**config.mk**
```make
export PLATFORM = sky130hd
export DESIGN_NAME = phone_input_port_flat
export DESIGN_NICKNAME = d
export VERILOG_FILES = /design/src/rtl/phone_input_port_if.sv /design/src/rtl/phone_input_port.sv /design/src/flat_wrapper.sv
export SDC_FILE = /design/constraint.sdc
export NUM_CORES = 1
export LEC_CHECK = 0
export CAP_MARGIN = 20
export CORE_UTILIZATION = 56
export DETAILED_ROUTE_END_ITERATION = 10
export HOLD_SLACK_MARGIN = 0.08
export PLACE_DENSITY = 0.88
export SLEW_MARGIN = 20
export SYNTH_ARGS = -nofsm -noshare
export SYNTH_HDL_FRONTEND = slang
export SYNTH_SLANG_ARGS = --single-unit
```
**constraint.sdc**
```tcl
create_clock -name clk -period 1.98 [get_ports clk]
set_input_delay 0.396 -clock clk [delete_from_list [all_inputs] [get_ports clk]]
set_output_delay 0.396 -clock clk [all_outputs]
set_load 0.02 [all_outputs]
```
**src/rtl/phone_input_port_if.sv**
```systemverilog
// CPU-side read bus of phone_input_port: read strobe/select in, registered data and flags out.
interface phone_input_port_if #(
  parameter int DATA_W = 16
);
  logic              rd_req;
  logic              rd_sel;
  logic [DATA_W-1:0] rd_data;
  logic              rd_valid;
  logic              pending;
  logic              irq;

  modport master (
    output rd_req, rd_sel,
    input  rd_data, rd_valid, pending, irq
  );

  modport slave (
    input  rd_req, rd_sel,
    output rd_data, rd_valid, pending, irq
  );
endinterface

```
**src/rtl/phone_input_port.sv**
```systemverilog
// Phone input port: per-line 2-flop sync + debounce, stable snapshot, change/overflow flags, CPU read port.
// Optional macro PHONE_INPUT_IRQ_EN turns irq into a registered copy of pending; otherwise irq is tied 0.

module phone_input_lane #(
  parameter int DEBOUNCE_CYCLES = 16
) (
  input  logic clk,
  input  logic rst,
  input  logic i_pin,
  output logic o_stable,
  output logic o_upd
);
  localparam int CW = (DEBOUNCE_CYCLES < 1) ? 1 : $clog2(DEBOUNCE_CYCLES + 1);

  logic r_s1, r_s2, r_stable;

  // Plain two-flop chain; nothing may sit between r_s1 and r_s2.
  always_ff @(posedge clk or negedge rst) begin
    if (!rst) begin
      r_s1 <= 1'b0;
      r_s2 <= 1'b0;
    end else begin
      r_s1 <= i_pin;
      r_s2 <= r_s1;
    end
  end

  generate
    if (DEBOUNCE_CYCLES == 0) begin : g_bypass
      always_ff @(posedge clk or negedge rst) begin
        if (!rst) r_stable <= 1'b0;
        else      r_stable <= r_s2;
      end
      assign o_upd = (r_s2 != r_stable);
    end else begin : g_debounce
      localparam logic [CW-1:0] LIM = CW'(DEBOUNCE_CYCLES - 1);
      logic [CW-1:0] r_cnt;

      // Counter tracks the current run of mismatches; any match restarts it.
      always_ff @(posedge clk or negedge rst) begin
        if (!rst) begin
          r_cnt    <= '0;
          r_stable <= 1'b0;
        end else if (r_s2 == r_stable) begin
          r_cnt <= '0;
        end else if (r_cnt == LIM) begin
          r_stable <= r_s2;
          r_cnt    <= '0;
        end else begin
          r_cnt <= r_cnt + 1'b1;
        end
      end
      assign o_upd = (r_s2 != r_stable) && (r_cnt == LIM);
    end
  endgenerate

  assign o_stable = r_stable;
endmodule

module phone_input_port #(
  parameter int NUM_IN          = 8,
  parameter int DATA_W          = 16,
  parameter int DEBOUNCE_CYCLES = 16,
  parameter bit BIT_REVERSE     = 1'b1
) (
  input  logic              clk,
  input  logic              rst,
  input  logic [NUM_IN-1:0] in_pins,
  phone_input_port_if.slave bus
);
  generate
    if (NUM_IN > DATA_W || NUM_IN < 1 || NUM_IN > 16) begin : g_bad_cfg
      $fatal(1, "phone_input_port: NUM_IN must be 1..16 and not exceed DATA_W");
    end
  endgenerate

  logic [NUM_IN-1:0] w_stable;
  logic [NUM_IN-1:0] w_upd;
  logic [NUM_IN-1:0] w_snap;
  logic [DATA_W-1:0] w_snap_ext;
  logic [DATA_W-1:0] w_stat;
  logic              w_any_upd;
  logic              w_data_rd;
  logic              w_coll;

  logic              r_chg;
  logic              r_pending;
  logic              r_overflow;
  logic              r_rd_valid;
  logic [DATA_W-1:0] r_rd_data;

  genvar gi;
  generate
    for (gi = 0; gi < NUM_IN; gi++) begin : g_lane
      phone_input_lane #(.DEBOUNCE_CYCLES(DEBOUNCE_CYCLES)) u_lane (
        .clk      (clk),
        .rst      (rst),
        .i_pin    (in_pins[gi]),
        .o_stable (w_stable[gi]),
        .o_upd    (w_upd[gi])
      );
      if (BIT_REVERSE) begin : g_rev
        assign w_snap[NUM_IN-1-gi] = w_stable[gi];
      end else begin : g_fwd
        assign w_snap[gi] = w_stable[gi];
      end
    end
  endgenerate

  always_comb begin
    w_snap_ext             = '0;
    w_snap_ext[NUM_IN-1:0] = w_snap;
    w_stat                 = '0;
    w_stat[1:0]            = {r_overflow, r_pending};
  end

  assign w_any_upd = |w_upd;
  assign w_data_rd = bus.rd_req & ~bus.rd_sel;
  // A data read coinciding with an update returns the old snapshot, so the
  // update is folded straight into pending instead of raising r_chg next cycle.
  assign w_coll    = w_data_rd & w_any_upd;

  always_ff @(posedge clk or negedge rst) begin
    if (!rst) begin
      r_chg      <= 1'b0;
      r_pending  <= 1'b0;
      r_overflow <= 1'b0;
      r_rd_valid <= 1'b0;
      r_rd_data  <= '0;
    end else begin
      r_chg      <= w_any_upd & ~w_coll;
      r_rd_valid <= bus.rd_req;
      if (bus.rd_req)
        r_rd_data <= bus.rd_sel ? w_stat : w_snap_ext;
      if (w_data_rd) begin
        r_overflow <= 1'b0;
        r_pending  <= r_chg | w_coll;
      end else if (r_chg) begin
        r_overflow <= r_overflow | r_pending;
        r_pending  <= 1'b1;
      end
    end
  end

`ifdef PHONE_INPUT_IRQ_EN
  logic r_irq;
  always_ff @(posedge clk or negedge rst) begin
    if (!rst) r_irq <= 1'b0;
    else      r_irq <= r_pending;
  end
  assign bus.irq = r_irq;
`else
  assign bus.irq = 1'b0;
`endif

  assign bus.rd_data  = r_rd_data;
  assign bus.rd_valid = r_rd_valid;
  assign bus.pending  = r_pending;
endmodule

```
**src/flat_wrapper.sv**
```systemverilog
// flat-port wrapper written by rule: the top's interface ports become plain ports
module phone_input_port_flat 
#(
  parameter int NUM_IN          = 8,
  parameter int DATA_W          = 16,
  parameter int DEBOUNCE_CYCLES = 16,
  parameter bit BIT_REVERSE     = 1'b1
)
  (clk, rst, in_pins, bus_rd_req, bus_rd_sel, bus_rd_data, bus_rd_valid, bus_pending, bus_irq);
  phone_input_port_if #(.DATA_W(DATA_W)) bus_i ();
  input  logic clk;
  input  logic rst;
  input  logic [NUM_IN-1:0] in_pins;
  input wire logic [$bits(bus_i.rd_req)-1:0] bus_rd_req;
  input wire logic [$bits(bus_i.rd_sel)-1:0] bus_rd_sel;
  output wire logic [$bits(bus_i.rd_data)-1:0] bus_rd_data;
  output wire logic [$bits(bus_i.rd_valid)-1:0] bus_rd_valid;
  output wire logic [$bits(bus_i.pending)-1:0] bus_pending;
  output wire logic [$bits(bus_i.irq)-1:0] bus_irq;
  assign bus_i.rd_req = bus_rd_req;
  assign bus_i.rd_sel = bus_rd_sel;
  assign bus_rd_data = bus_i.rd_data;
  assign bus_rd_valid = bus_i.rd_valid;
  assign bus_pending = bus_i.pending;
  assign bus_irq = bus_i.irq;
  phone_input_port #(.NUM_IN(NUM_IN), .DATA_W(DATA_W), .DEBOUNCE_CYCLES(DEBOUNCE_CYCLES), .BIT_REVERSE(BIT_REVERSE)) u_core (.clk(clk), .rst(rst), .in_pins(in_pins), .bus(bus_i));
endmodule
```
==> impl_summary.log <==
[metrics] outcome: complete, no violations
[metrics] buffer count from post-CTS setup fixing: 0
[metrics] Starting Density: 0.585
[metrics] vias: about 1800
[metrics] Final Net Count: between 300 and 400
[metrics] most frequent cells in the layout: 76 x sky130_fd_sc_hd__dfrtp_1, 39 x sky130_fd_sc_hd__nor2_1, 20 x sky130_fd_sc_hd__clkdlybuf4s50_1
[metrics] clk_skew: 7.23 ps
[metrics] WL/cell: roughly 13 um
[metrics] Min-Delay Path Class: flip-flop to flip-flop
[metrics] Fin. Hold Viols: 0
[metrics] Cell Count, Final, Fillers Out: around 360
[metrics] final worst hold slack: roughly 350 ps
[metrics] Post-DP HPWL: 3370 um
[metrics] share of synthesized area occupied by flip-flops and latches: 0.633
[metrics] placeable core region: just over 5000 um^2
[metrics] post-route minimum period: between 1500 and 2000 ps
[metrics] worst-case setup slack after placement: about 310 ps
[metrics] number of instances in the synthesized netlist: around 250
[metrics] buffers added on ports: 21
[metrics] CP Buf/Inv Count: 1
[metrics] power density over the cells: between 900 and 1000 nW/um^2
[metrics] FF+latch count, synth: 76
[metrics] Crit Path Category: flip-flop to output pin
[metrics] Critical Path, Cell by Cell: clkdlybuf4s50_1
[metrics] Worst Path Arrival: about 1400 ps
[metrics] # IOs: 31
[metrics] antenna violations before repair: 0
[metrics] number of max-cap violations: 0
[metrics] average cell area after synthesis: about 12 um^2
[metrics] critical path launch point type: flip-flop
[metrics] gate family responsible for the most delay along the worst path: buffers and inverters
[metrics] slowest stage cell, crit path: sky130_fd_sc_hd__clkdlybuf4s50_1
[metrics] Setup violations, final: 0
[metrics] netlist area before placement: approximately 3000 um^2
[metrics] insertion delay of the later-clocked pin in the worst-skew pair: 340 ps
[metrics] fraction of layout instances using a drive strength above 1: 0.0625
[metrics] number of library cell types mapped by synthesis: 22
[metrics] placed cell count: ~340
[metrics] vias in the first global route: about 1800
[metrics] most frequent standard cell in the layout excluding fill and tap cells: sky130_fd_sc_hd__dfrtp_1
[metrics] global placement routability congestion: 0.774
[metrics] global-route wire length before repair: 8360 um
[metrics] number of warnings issued by yosys: 0
[metrics] Pre-antenna DRT Iters: 4
[metrics] final worst-path cycle share: 0.888
[metrics] leakage power summed over all cells: between 1.5 and 2 nW
[metrics] Residual DRC: 0
[metrics] H-Tree Depth: 3
[metrics] root buffer cell: sky130_fd_sc_hd__clkbuf_8
[metrics] Routed Antenna Nets: 0
[metrics] GR Overflow Total: 0
[metrics] delay contributed by the slowest stage of the critical path: around 620 ps
[metrics] Final Worst Setup Slack: 221 ps
[metrics] violation count after the first detailed-route iteration: 62
[metrics] clock buffers created by TritonCTS: 9
[metrics] n_diodes: 0
[metrics] wire length after detailed routing: approximately 4800 um
[metrics] Row Count: 26
[metrics] setup tns final: 0 ps
[metrics] Die Height: ~75 um
[metrics] Num Clock Sinks: 76
[metrics] clock tree from TritonCTS: built
[metrics] worst-case vdd ir drop: slightly below 600 uV
[metrics] Bufs on Longest Clock Path: 2
[metrics] Final Total Pwr: between 0.003 and 0.004 W
[metrics] clk slew on worst S/H paths: 80 ps
[metrics] Required @ worst endpoint: 1580 ps
[metrics] die outline area: between 5000 and 6000 um^2
[metrics] max-slew violation count: 0
[metrics] vias per cell: 5.08
[metrics] maximum number of pins on one net before global-route repair: 50
[metrics] worst reg2reg setup slack: ~310 ps
[metrics] maximum operating frequency: 569 MHz
[metrics] Area Growth Syn to Fin: 17.9%
[metrics] RSZ-0062 raised after global routing: false
[metrics] global-route total usage across every layer: 0.207
[metrics] sort of element at the end of the critical path: output pin
[metrics] Chip Width: about 75 um
[metrics] Critical Path Fanout Max: 4
kinds of logic after synthesis:
family / count (synthesis) / share of synthesized area
mux: 10 / 0.0366
simple gates: 81 / 0.128
xor+xnor: 30 / 0.0874
buf+inv: 24 / 0.0412
fa+ha+maj: 8 / 0.0333
other cells: 1 / 0.00125
flops: 76 / 0.633
compound gates: 21 / 0.0396
cells in the mapped netlist (all sizes together):
library cell	number	area [um^2]
a2111oi	2	20.0
a21oi	4	20.0
a41oi	1	8.76
and2	4	25.0
and3	8	50.1
buf	9	67.6
clkbuf	2	7.51
conb	1	3.75
dfrtp	76	1900
ha	8	100
inv	13	48.8
mux2	8	90.1
mux2i	2	20.0
nand2	1	3.75
nand3	16	80.1
nand3b	5	37.5
nor2	39	146
nor2b	1	6.26
nor3	7	35.0
o21ai	14	70.1
xnor2	12	105
xor2	18	158
repair_timing:
| item | CTS | global route |
|---|---|---|
| hold buffers | 1 | 0 |
| gates resized for setup | 0 | 0 |
| setup endpoints to repair | 0 | 0 |
| hold endpoints to repair | 27 | 0 |
state kept, by name (all words and copies together) (netlist names):
signal,cells
u_core.bus.rd_valid,1
u_core.bus.rd_data,8
u_core.r_chg,1
u_core.g_lane.u_lane.r_s1,8
u_core.g_lane.u_lane.g_debounce.r_cnt,40
u_core.bus.pending,1
u_core.g_lane.u_lane.o_stable,8
u_core.g_lane.u_lane.r_s2,8
u_core.r_overflow,1
power breakdown:
part | switching [W] | internal, W
Combinational | 0.000120 | 0.0000904
Clock | 0.000529 | 0.000905
Sequential | 0.0000479 | 0.00162
routing by layer:
metal / routed length, um / vias up / GRT usage
met4: 77 / 0 / 0.103
met1: 2130 / 902 / 0.263
met5: 0 / - / 0
met2: 2380 / 35 / 0.342
li1: - / 877 / -
met3: 186 / 6 / 0.0428
per-stage QoR:
step            util  area [um^2]
6_report       0.689         3540
5_1_grt        0.689         3540
3_3_place_gp   0.639         3280
2_1_floorplan      -         3040
4_1_cts        0.689         3540
3_5_place_dp   0.639         3280
final timing paths:
kind,cells after the start,start,end
worst max-delay path,1,u_core.bus.pending$_DFFE_PN0P_,bus_pending
worst min-delay path,0,u_core.g_lane[6].u_lane.r_s1$_DFF_PN0_,u_core.g_lane[6].u_lane.r_s2$_DFF_PN0_
worst max register to register,5,u_core.g_lane[7].u_lane.g_debounce.r_cnt[0]$_DFF_PN0_,u_core.bus.pending$_DFFE_PN0P_
worst min register to register,0,u_core.g_lane[6].u_lane.r_s1$_DFF_PN0_,u_core.g_lane[6].u_lane.r_s2$_DFF_PN0_
max in group asynchronous,3,rst,u_core.g_lane[7].u_lane.g_debounce.r_cnt[1]$_DFF_PN0_
min in group asynchronous,2,rst,u_core.g_lane[0].u_lane.r_s2$_DFF_PN0_
cell type report:
class / instances / area (um^2)
Multi-Input combinational cell: 159 / 1010
Tap cell: 70 / 87.6
Timing Repair Buffer: 24 / 245
Clock inverter: 4 / 95.1
Clock buffer: 12 / 155
Inverter: 13 / 48.8
Sequential cell: 76 / 1900
Fill cell: 390 / 1600
(Power assumes the default switching activity.)
